$ cat src/rtl/chunked_serial_adder_if.sv
// Start/busy/done handshake and operand/result bus for chunked_serial_adder.
//   start, sub, c_in, a, b : request side, driven by the master
//   busy, done, sum, c_out, ovf : status/result side, driven by the adder
interface chunked_serial_adder_if #(
   parameter int unsigned N = 32
);
   logic         start;
   logic         sub;
   logic         c_in;
   logic [N-1:0] a;
   logic [N-1:0] b;
   logic         busy;
   logic         done;
   logic [N-1:0] sum;
   logic         c_out;
   logic         ovf;

   modport master (
      output start, sub, c_in, a, b,
      input  busy, done, sum, c_out, ovf
   );

   modport slave (
      input  start, sub, c_in, a, b,
      output busy, done, sum, c_out, ovf
   );
endinterface

$ cat src/rtl/chunked_serial_adder.sv
// Multi-cycle N-bit adder/subtractor working W bits per clock, LSB chunk first.
// Ports:
//   clk   : rising-edge clock
//   rst_n : asynchronous active-low reset
//   bus   : slave side of chunked_serial_adder_if
//           (start/sub/c_in/a/b in; busy/done/sum/c_out/ovf out, all registered)
module chunked_serial_adder #(
   parameter int unsigned N = 32,
   parameter int unsigned W = 8
) (
   input  logic              clk,
   input  logic              rst_n,
   chunked_serial_adder_if.slave bus
);
   localparam int unsigned NCH  = N / W;
   localparam int unsigned CW   = (NCH > 1) ? $clog2(NCH) : 1;
   localparam logic [CW-1:0] LAST = CW'(NCH - 1);

   if ((N % W) != 0) begin : g_bad_width
      $error("chunked_serial_adder: N must be a multiple of W");
   end

   typedef enum logic {IDLE = 1'b0, RUN = 1'b1} state_t;

   state_t        state_q, state_d;
   logic [CW-1:0] cnt_q, cnt_d;
   logic [N-1:0]  a_q, a_d;
   logic [N-1:0]  b_q, b_d;
   logic          carry_q, carry_d;
   logic [N-1:0]  res_q, res_d;
   logic [N-1:0]  sum_q, sum_d;
   logic          c_out_q, c_out_d;
   logic          ovf_q, ovf_d;
   logic          done_q, done_d;
   logic          busy_q, busy_d;

   logic [W:0]    chunk;     // {carry out, chunk sum}
   logic [N+W-1:0] res_cat;  // new chunk on top of the partial result
   logic          c_msb;     // carry into the top bit of the current chunk

   // State and datapath registers
   always_ff @(posedge clk or negedge rst_n) begin
      if (!rst_n) begin
         state_q <= IDLE;
         cnt_q   <= '0;
         a_q     <= '0;
         b_q     <= '0;
         carry_q <= 1'b0;
         res_q   <= '0;
         sum_q   <= '0;
         c_out_q <= 1'b0;
         ovf_q   <= 1'b0;
         done_q  <= 1'b0;
         busy_q  <= 1'b0;
      end else begin
         state_q <= state_d;
         cnt_q   <= cnt_d;
         a_q     <= a_d;
         b_q     <= b_d;
         carry_q <= carry_d;
         res_q   <= res_d;
         sum_q   <= sum_d;
         c_out_q <= c_out_d;
         ovf_q   <= ovf_d;
         done_q  <= done_d;
         busy_q  <= busy_d;
      end
   end

   // Next-state, chunk arithmetic and output updates
   always_comb begin
      state_d = state_q;
      cnt_d   = cnt_q;
      a_d     = a_q;
      b_d     = b_q;
      carry_d = carry_q;
      res_d   = res_q;
      sum_d   = sum_q;
      c_out_d = c_out_q;
      ovf_d   = ovf_q;
      done_d  = 1'b0;
      busy_d  = 1'b0;

      chunk   = (W+1)'(a_q[W-1:0]) + (W+1)'(b_q[W-1:0]) + (W+1)'(carry_q);
      res_cat = {chunk[W-1:0], res_q};
      // sum bit = a ^ b ^ carry-in, so the carry into the MSB falls out directly
      c_msb   = chunk[W-1] ^ a_q[W-1] ^ b_q[W-1];

      case (state_q)
         IDLE: begin
            if (bus.start) begin
               a_d     = bus.a;
               b_d     = bus.sub ? ~bus.b : bus.b;
               carry_d = bus.sub ? 1'b1 : bus.c_in;
               cnt_d   = '0;
               state_d = RUN;
            end
         end
         RUN: begin
            a_d     = a_q >> W;
            b_d     = b_q >> W;
            carry_d = chunk[W];
            res_d   = res_cat[N+W-1:W];
            cnt_d   = cnt_q + CW'(1);
            if (cnt_q == LAST) begin
               state_d = IDLE;
               cnt_d   = '0;
               sum_d   = res_cat[N+W-1:W];
               c_out_d = chunk[W];
               ovf_d   = c_msb ^ chunk[W];
               done_d  = 1'b1;
            end else begin
               // busy is visible only from the second processing edge onward
               busy_d = 1'b1;
            end
         end
         default: state_d = IDLE;
      endcase
   end

   assign bus.busy  = busy_q;
   assign bus.done  = done_q;
   assign bus.sum   = sum_q;
   assign bus.c_out = c_out_q;
   assign bus.ovf   = ovf_q;
endmodule

$ cat src/flat_wrapper.sv
// flat-port wrapper written by rule: the top's interface ports become plain ports
module chunked_serial_adder_flat 
#(
   parameter int unsigned N = 32,
   parameter int unsigned W = 8
)
  (clk, rst_n, bus_start, bus_sub, bus_c_in, bus_a, bus_b, bus_busy, bus_done, bus_sum, bus_c_out, bus_ovf);
  chunked_serial_adder_if #(.N(N)) bus_i ();
  input  logic clk;
  input  logic rst_n;
  input wire logic [$bits(bus_i.start)-1:0] bus_start;
  input wire logic [$bits(bus_i.sub)-1:0] bus_sub;
  input wire logic [$bits(bus_i.c_in)-1:0] bus_c_in;
  input wire logic [$bits(bus_i.a)-1:0] bus_a;
  input wire logic [$bits(bus_i.b)-1:0] bus_b;
  output wire logic [$bits(bus_i.busy)-1:0] bus_busy;
  output wire logic [$bits(bus_i.done)-1:0] bus_done;
  output wire logic [$bits(bus_i.sum)-1:0] bus_sum;
  output wire logic [$bits(bus_i.c_out)-1:0] bus_c_out;
  output wire logic [$bits(bus_i.ovf)-1:0] bus_ovf;
  assign bus_i.start = bus_start;
  assign bus_i.sub = bus_sub;
  assign bus_i.c_in = bus_c_in;
  assign bus_i.a = bus_a;
  assign bus_i.b = bus_b;
  assign bus_busy = bus_i.busy;
  assign bus_done = bus_i.done;
  assign bus_sum = bus_i.sum;
  assign bus_c_out = bus_i.c_out;
  assign bus_ovf = bus_i.ovf;
  chunked_serial_adder #(.N(N), .W(W)) u_core (.clk(clk), .rst_n(rst_n), .bus(bus_i));
endmodule
$ cat config.mk
export PLATFORM = sky130hd
export DESIGN_NAME = chunked_serial_adder_flat
export DESIGN_NICKNAME = d
export VERILOG_FILES = /design/src/rtl/chunked_serial_adder_if.sv /design/src/rtl/chunked_serial_adder.sv /design/src/flat_wrapper.sv
export SDC_FILE = /design/constraint.sdc
export NUM_CORES = 1
export LEC_CHECK = 0
export CAP_MARGIN = 30
export CORE_MARGIN = 1
export CORE_UTILIZATION = 45
export CTS_BUF_LIST = sky130_fd_sc_hd__clkbuf_16
export CTS_CLUSTER_SIZE = 16
export DETAILED_ROUTE_END_ITERATION = 8
export PLACE_DENSITY = 0.84
export SETUP_SLACK_MARGIN = 0.02
export SLEW_MARGIN = 15
export SYNTH_ARGS = -nofsm -noshare
export SYNTH_HDL_FRONTEND = slang
export SYNTH_SLANG_ARGS = --single-unit
$ cat constraint.sdc
create_clock -name clk -period 2.15 [get_ports clk]
set_input_delay 0.43 -clock clk [delete_from_list [all_inputs] [get_ports clk]]
set_output_delay 0.43 -clock clk [all_outputs]
set_load 0.1 [all_outputs]
# Word level (Yosys, flattened, before mapping)
# Index checks and enable logic that the tools add are counted.
# W data, S select, Z words.
[op_classes] add_sub_neg=3 mul=0 div_mod_pow=0 order_cmp=0 n_eq_ne=2 shift=0 muxes=17 bitwise=5 reduce_logical=1
[ops] operator="$pmux W32 S2" count=2
[ops] operator="$mux W32" count=3
[ops] operator="$not A32 Y32" count=1
[ops] operator="$add A8 B8 Y9" count=1
[ops] operator="$add A9 B1 Y9" count=1
[ops] operator="$mux W1" count=7
[ops] operator="$mux W2" count=2
[ops] operator="$pmux W1 S2" count=2
[ops] operator="$pmux W2 S2" count=1
[ops] operator="$xor A1 B1 Y1" count=3
[ops] operator="$add A2 B1 Y2 const B" count=1
[ops] operator="$eq A2 B2 Y1 const B" count=1
[ops] operator="$ne A2 B2 Y1 const B" count=1
[ops] operator="$reduce_and A2 Y1" count=1
[ops] operator="$not A1 Y1" count=1
[word_totals] ff_bits=136 latch_bits=0 ram_bits=0 mem_bits_ro=0 in_bits=69 elab_cells=39 n_memories=0

# Logic depth before layout (Yosys ltp)
[depth] depth_word=5 depth_mapped=8 ltp_nobuf=8

# Worst setup path after synthesis
# Ideal clock, no wire load.
[synth_timing] path_kind="reg-to-reg" start="register u_core.carry_q" end="register u_core.ovf_q (netlist: u_core.bus.ovf)" arrival_ns=2.141 t_required_ns=2.021 path_slack_ns=-0.120 stages_incl_launch_ff=9 period_less_slack_ns=2.270 cell_sequence="dfrtp_1 > fa_1 > inv_1 > fa_1 > nand2b_1 > a211oi_1 > nor2_1 > and4_1 > a2111o_1"
[synth_between] elab_chain_cells=4
[synth_lines] item="start: declaration" line_no="chunked_serial_adder.sv:29" rtl="logic carry_q, carry_d;"
[synth_lines] item="start signal: assignment" line_no="chunked_serial_adder.sv:60" rtl="carry_q <= carry_d;"
[synth_lines] item="$add A9 B1 Y9 *" line_no="chunked_serial_adder.sv:84" rtl="chunk = (W+1)'(a_q[W-1:0]) + (W+1)'(b_q[W-1:0]) + (W+1)'(carry_q);"
[synth_lines] item="$xor A1 B1 Y1 (2 in a row)" line_no="chunked_serial_adder.sv:87" rtl="c_msb = chunk[W-1] ^ a_q[W-1] ^ b_q[W-1];"
[synth_lines] item="$xor A1 B1 Y1 *" line_no="chunked_serial_adder.sv:110" rtl="ovf_d = c_msb ^ chunk[W];"
[synth_lines] item="end signal: assignment" line_no="chunked_serial_adder.sv:64" rtl="ovf_q <= ovf_d;"
[synth_lines] item="end: declaration" line_no="chunked_serial_adder.sv:33" rtl="logic ovf_q, ovf_d;"
# Every way passes the cells marked *; elsewhere a longest branch is shown, timed or not.
# A chain may end at the register's enable or synchronous reset.

# Final worst setup path
[layout_timing] start="register u_core.a_q[0]" end="register u_core.ovf_q (netlist: u_core.bus.ovf)"
[layout_between] elab_chain_cells=5
[layout_lines] item="start: declaration" line_no="chunked_serial_adder.sv:27" rtl="logic [N-1:0] a_q, a_d;"
[layout_lines] item="start signal: assignment" line_no="chunked_serial_adder.sv:46" rtl="a_q <= '0;"
[layout_lines] item="start signal: assignment" line_no="chunked_serial_adder.sv:58" rtl="a_q <= a_d;"
[layout_lines] item="$add A8 B8 Y9 *" line_no="chunked_serial_adder.sv:84"
[layout_lines] item="$add A9 B1 Y9 *" line_no="chunked_serial_adder.sv:84"
[layout_lines] item="$xor A1 B1 Y1 (2 in a row)" line_no="chunked_serial_adder.sv:87"
[layout_lines] item="$xor A1 B1 Y1 *" line_no="chunked_serial_adder.sv:110"
# Marks and branches as above.

==> results.txt <==
- Outcome: complete, but fails checks
- The checks that failed: setup timing.
- Synthesis inferred 128 register bits.
* Signed area change from the synthesized netlist to the final layout: 33.2%
- dfrtp_1 is the most common cell in the netlist.
* Cell chain of the critical path: fa_2, a211oi_4, o2111ai_2, a221oi_4, nor3_2, a2111o_1
* Critical path peak fanout: 4
- Maximum cell stage delay along the critical path: approximately 0.44 ns
- When the netlist entered floorplanning its net count stood at 609.
- Cell area power density: between 1500 and 2000 mW/mm^2
* Global-route total usage across every layer: between 10% and 20%
- Entering global routing, the biggest net connects 133 pins.
- IR Drop Worst-Case VDD: roughly 760 uV
- Async set-reset flop share out of synthesis: 100%
* Pleak: 3.47 nW
- For this block, the initial DRC count from the detailed router was around 160.
- Clock Skew: 0.00541 ns
- Sequential fraction of the synthesis area: 54.7%
- Data on the critical path is required at its endpoint by 2.43 ns.
- Synth Area per Inst: ~11 um^2
- In the final layout, the share of cells above drive strength 1 is 24.5%.
- Cell family with the largest share of critical-path delay: compound AO/OA/AOI/OAI gates
- Worst rel slew slack: 62.4%
- Setup violations remaining at the end of the flow were counted as 1.
- Max-cap violations in this run came to 0.
- Number of synthesized flops with an enable pin: 0
* Synthesized netlist cell count: 530
* Die Y: 116 um
* Area share of the largest cell type after synthesis: 54.7%
- Maximum level of the CTS H-tree: 4
- The smallest clock period supported by the final layout is computed as 2.23 ns.
- After detailed routing, the average wire length per cell comes to 14.8 um.
* Max-slew violations: 0
- Most used DFF post-synth: dfrtp_1
- Clock tree synthesis selected as its root buffer the cell clkbuf_16.
- The clock drives 128 sinks.
- Latest clock arrival within the worst-skew pair: 0.41 ns
* Cell with the biggest individual delay on the critical path: fa_2
* Sort of element at the end of the critical path: register
- Port-buffer cells: 104
- Overall via count from detail_route: 4223
* Yosys Warn Count: 0
- The wire-length estimate of the detail-placed layout is 8.49 mm.
- Chip Width: between 100 and 150 um
- Total wirelength of the detailed-routed design: 12.3 mm
* Buffers & Inverters on Critical Path: 0
- By count the netlist is led by dfrtp_1 (128), nand2_1 (59), o21ai_0 (57).
- Maximum root-to-sink buffer count: 2
- The initial utilization of the core area, before any placement, comes to 46.2%.
- Biggest area contributors in the synthesized netlist: dfrtp_1 (55%), mux2_2 (9.2%), mux2i_1 (5.6%)
- After detailed routing, the number of vias per cell comes to 5.09.
* Fillcell total: 998
- In this run the count of I/O pins placed on the die edge is 105.
- Nets: 723
- Number of cells after detailed placement: 794
* Type of the tightest min-delay check: reg2reg
- Once detail routing completed, the nets flagged for antenna violations numbered 0.
- The repair_antennas step left the layout with diodes totalling 0.
- The worst setup path is launched from a register.
- Via count of the first global-routing pass: 4270
* First-pass GRT wire length: 20.3 mm
- Max Clk Rate: between 400 and 500 MHz
- The number of antenna violations at the first check in global routing was 0.
- Cts bufs inserted: 17
- Synth cell types: 38
* Cell taking the most area after synthesis: dfrtp_1
* Portion of the clock cycle consumed by the worst path in the final layout: 104%
- Worst Setup Slack, final: -0.0817 ns
- The total count of hold-check failures in the final report was 0.
- Setup repair after global routing could not meet its margin everywhere.
- In the routed design, unresolved DRC markers number 0.
- The initialized floorplan defines 41 standard-cell rows.
- The critical path is of the reg2reg type.
- The die covers about 0.013 mm^2.
- Summed over all layers, the global routing overflow is 0.
- Cells fill 61.6% of the core in the end.
* Final non-filler cell total: 829
* Worst EP arrival: 2.52 ns
- Clock tree from TritonCTS: done
- The first TritonRoute pass finished after 4 iterations.
- Area of the core: 0.0127 mm^2
* Clock slew seen by the registers of the worst setup and hold paths: 0.06 ns
* Synthesized area: 0.00586 mm^2
* Final RePlAce weighted congestion: around 0.8
* Measured slew at the worst slew-check pin: around 0.56 ns
-- sequential cells by signal, indices dropped and copies added (netlist names) --
signal and count:
u_core.res_q 24, u_core.cnt_q 2, u_core.bus.ovf 1, u_core.carry_q 1
u_core.bus.sum 32, u_core.b_q 32, u_core.bus.c_out 1, u_core.a_q 32
u_core.bus.busy 1, u_core.bus.done 1, u_core.state_q 1
-- worst min-delay path: stages, from the launching register on --
cell	delay [ns]
dfrtp_1	0.34
nand2_1	0.05
o21ai_0	0.05
-- placed cells by master, fill, tap and decap left out, types with 3 or more instances in the layout --
| cell type | count |
|---|---|
| a211oi_1 | 9 |
| buf_12 | 4 |
| mux2i_1 | 33 |
| nand2_1 | 59 |
| ha_1 | 8 |
| clkdlybuf4s50_1 | 65 |
| clkbuf_16 | 17 |
| xnor2_1 | 33 |
| clkinvlp_4 | 4 |
| clkinv_1 | 3 |
| nor2_1 | 45 |
| mux2_2 | 48 |
| inv_1 | 8 |
| bufinv_16 | 3 |
| clkinv_2 | 3 |
| dfrtp_1 | 127 |
| o21ai_0 | 57 |
| a21oi_1 | 27 |
| buf_4 | 55 |
| xor2_1 | 3 |
-- path summary, 6_finish.rpt --
check	end	slack, ns	depth (start not counted)	from
max in group asynchronous	u_core.b_q[14]	0.99	3	rst_n
worst max-delay path	u_core.bus.ovf	-0.08	6	u_core.a_q[0]
worst max register to register	u_core.bus.ovf	-0.08	6	u_core.a_q[0]
worst min register to register	u_core.a_q[11]	0.48	2	u_core.a_q[19]
min in group asynchronous	u_core.bus.sum[18]	0.54	2	rst_n
worst min-delay path	u_core.a_q[11]	0.48	2	u_core.a_q[19]
-- where the power goes --
part	switching (mW)	internal, mW	leakage (nW)
sequential	0.683	3.48	1.61
clock	1.03	1.81	0.280
combinational	4.27	2.11	1.58
-- logic make-up after synthesis --
kind of cell / after synthesis / share of synthesized area (%)
adders and majority gates: 10 / 2.39
DFF: 128 / 54.7
buffers and inverters: 44 / 2.93
and+or+nand+nor: 115 / 7.80
xor gates and xnor gates: 36 / 5.38
AOI/OAI and AO/OA: 116 / 11.9
muxes: 81 / 14.9
-- metrics by stage --
step	worst slack (ns)	cell area (um^2)	TNS (ns)	power (mW)	hold slack (ns)
after floorplan	0.0309	5870	0	8.77	0.134
after global placement	-0.0830	7120	-0.0830	10.2	0.391
after detailed placement	-0.133	7120	-0.133	10.4	0.398
after CTS	-0.0971	7730	-0.0971	13.3	0.483
after global routing	-0.140	7800	-0.259	14.1	0.507
final	-0.0817	7800	-0.0817	13.4	0.478
-- cell type report --
type                    instances  area [um^2]  area share [%]
clock buffers                  17          425            5.45
clock inverters                15          169            2.17
inverters                      10         37.5           0.481
multi-input cells             358         2560            32.8
flip-flops and latches        128         3210            41.1
well taps                     172          215            2.76
repair buffers                129         1190            15.2
-- per-layer routing --
metal  GRT usage [%]  wire (um)
met4            6.67        209
met5               0          0
met1            24.2       5420
met2            33.5       6070
met3            5.54        598
-- timing repair --
| item | 4_1_cts | 5_1_grt |
|---|---|---|
| pin swaps | 1 | 7 |
| setup buffers | 0 | 2 |
| hold endpoints to repair | 46 | 0 |
| setup endpoints to repair | 1 | 7 |
| hold buffers | 1 | 0 |
| gates resized for setup | 1 | 11 |
No activity file was read; power rests on OpenSTA's default activity.
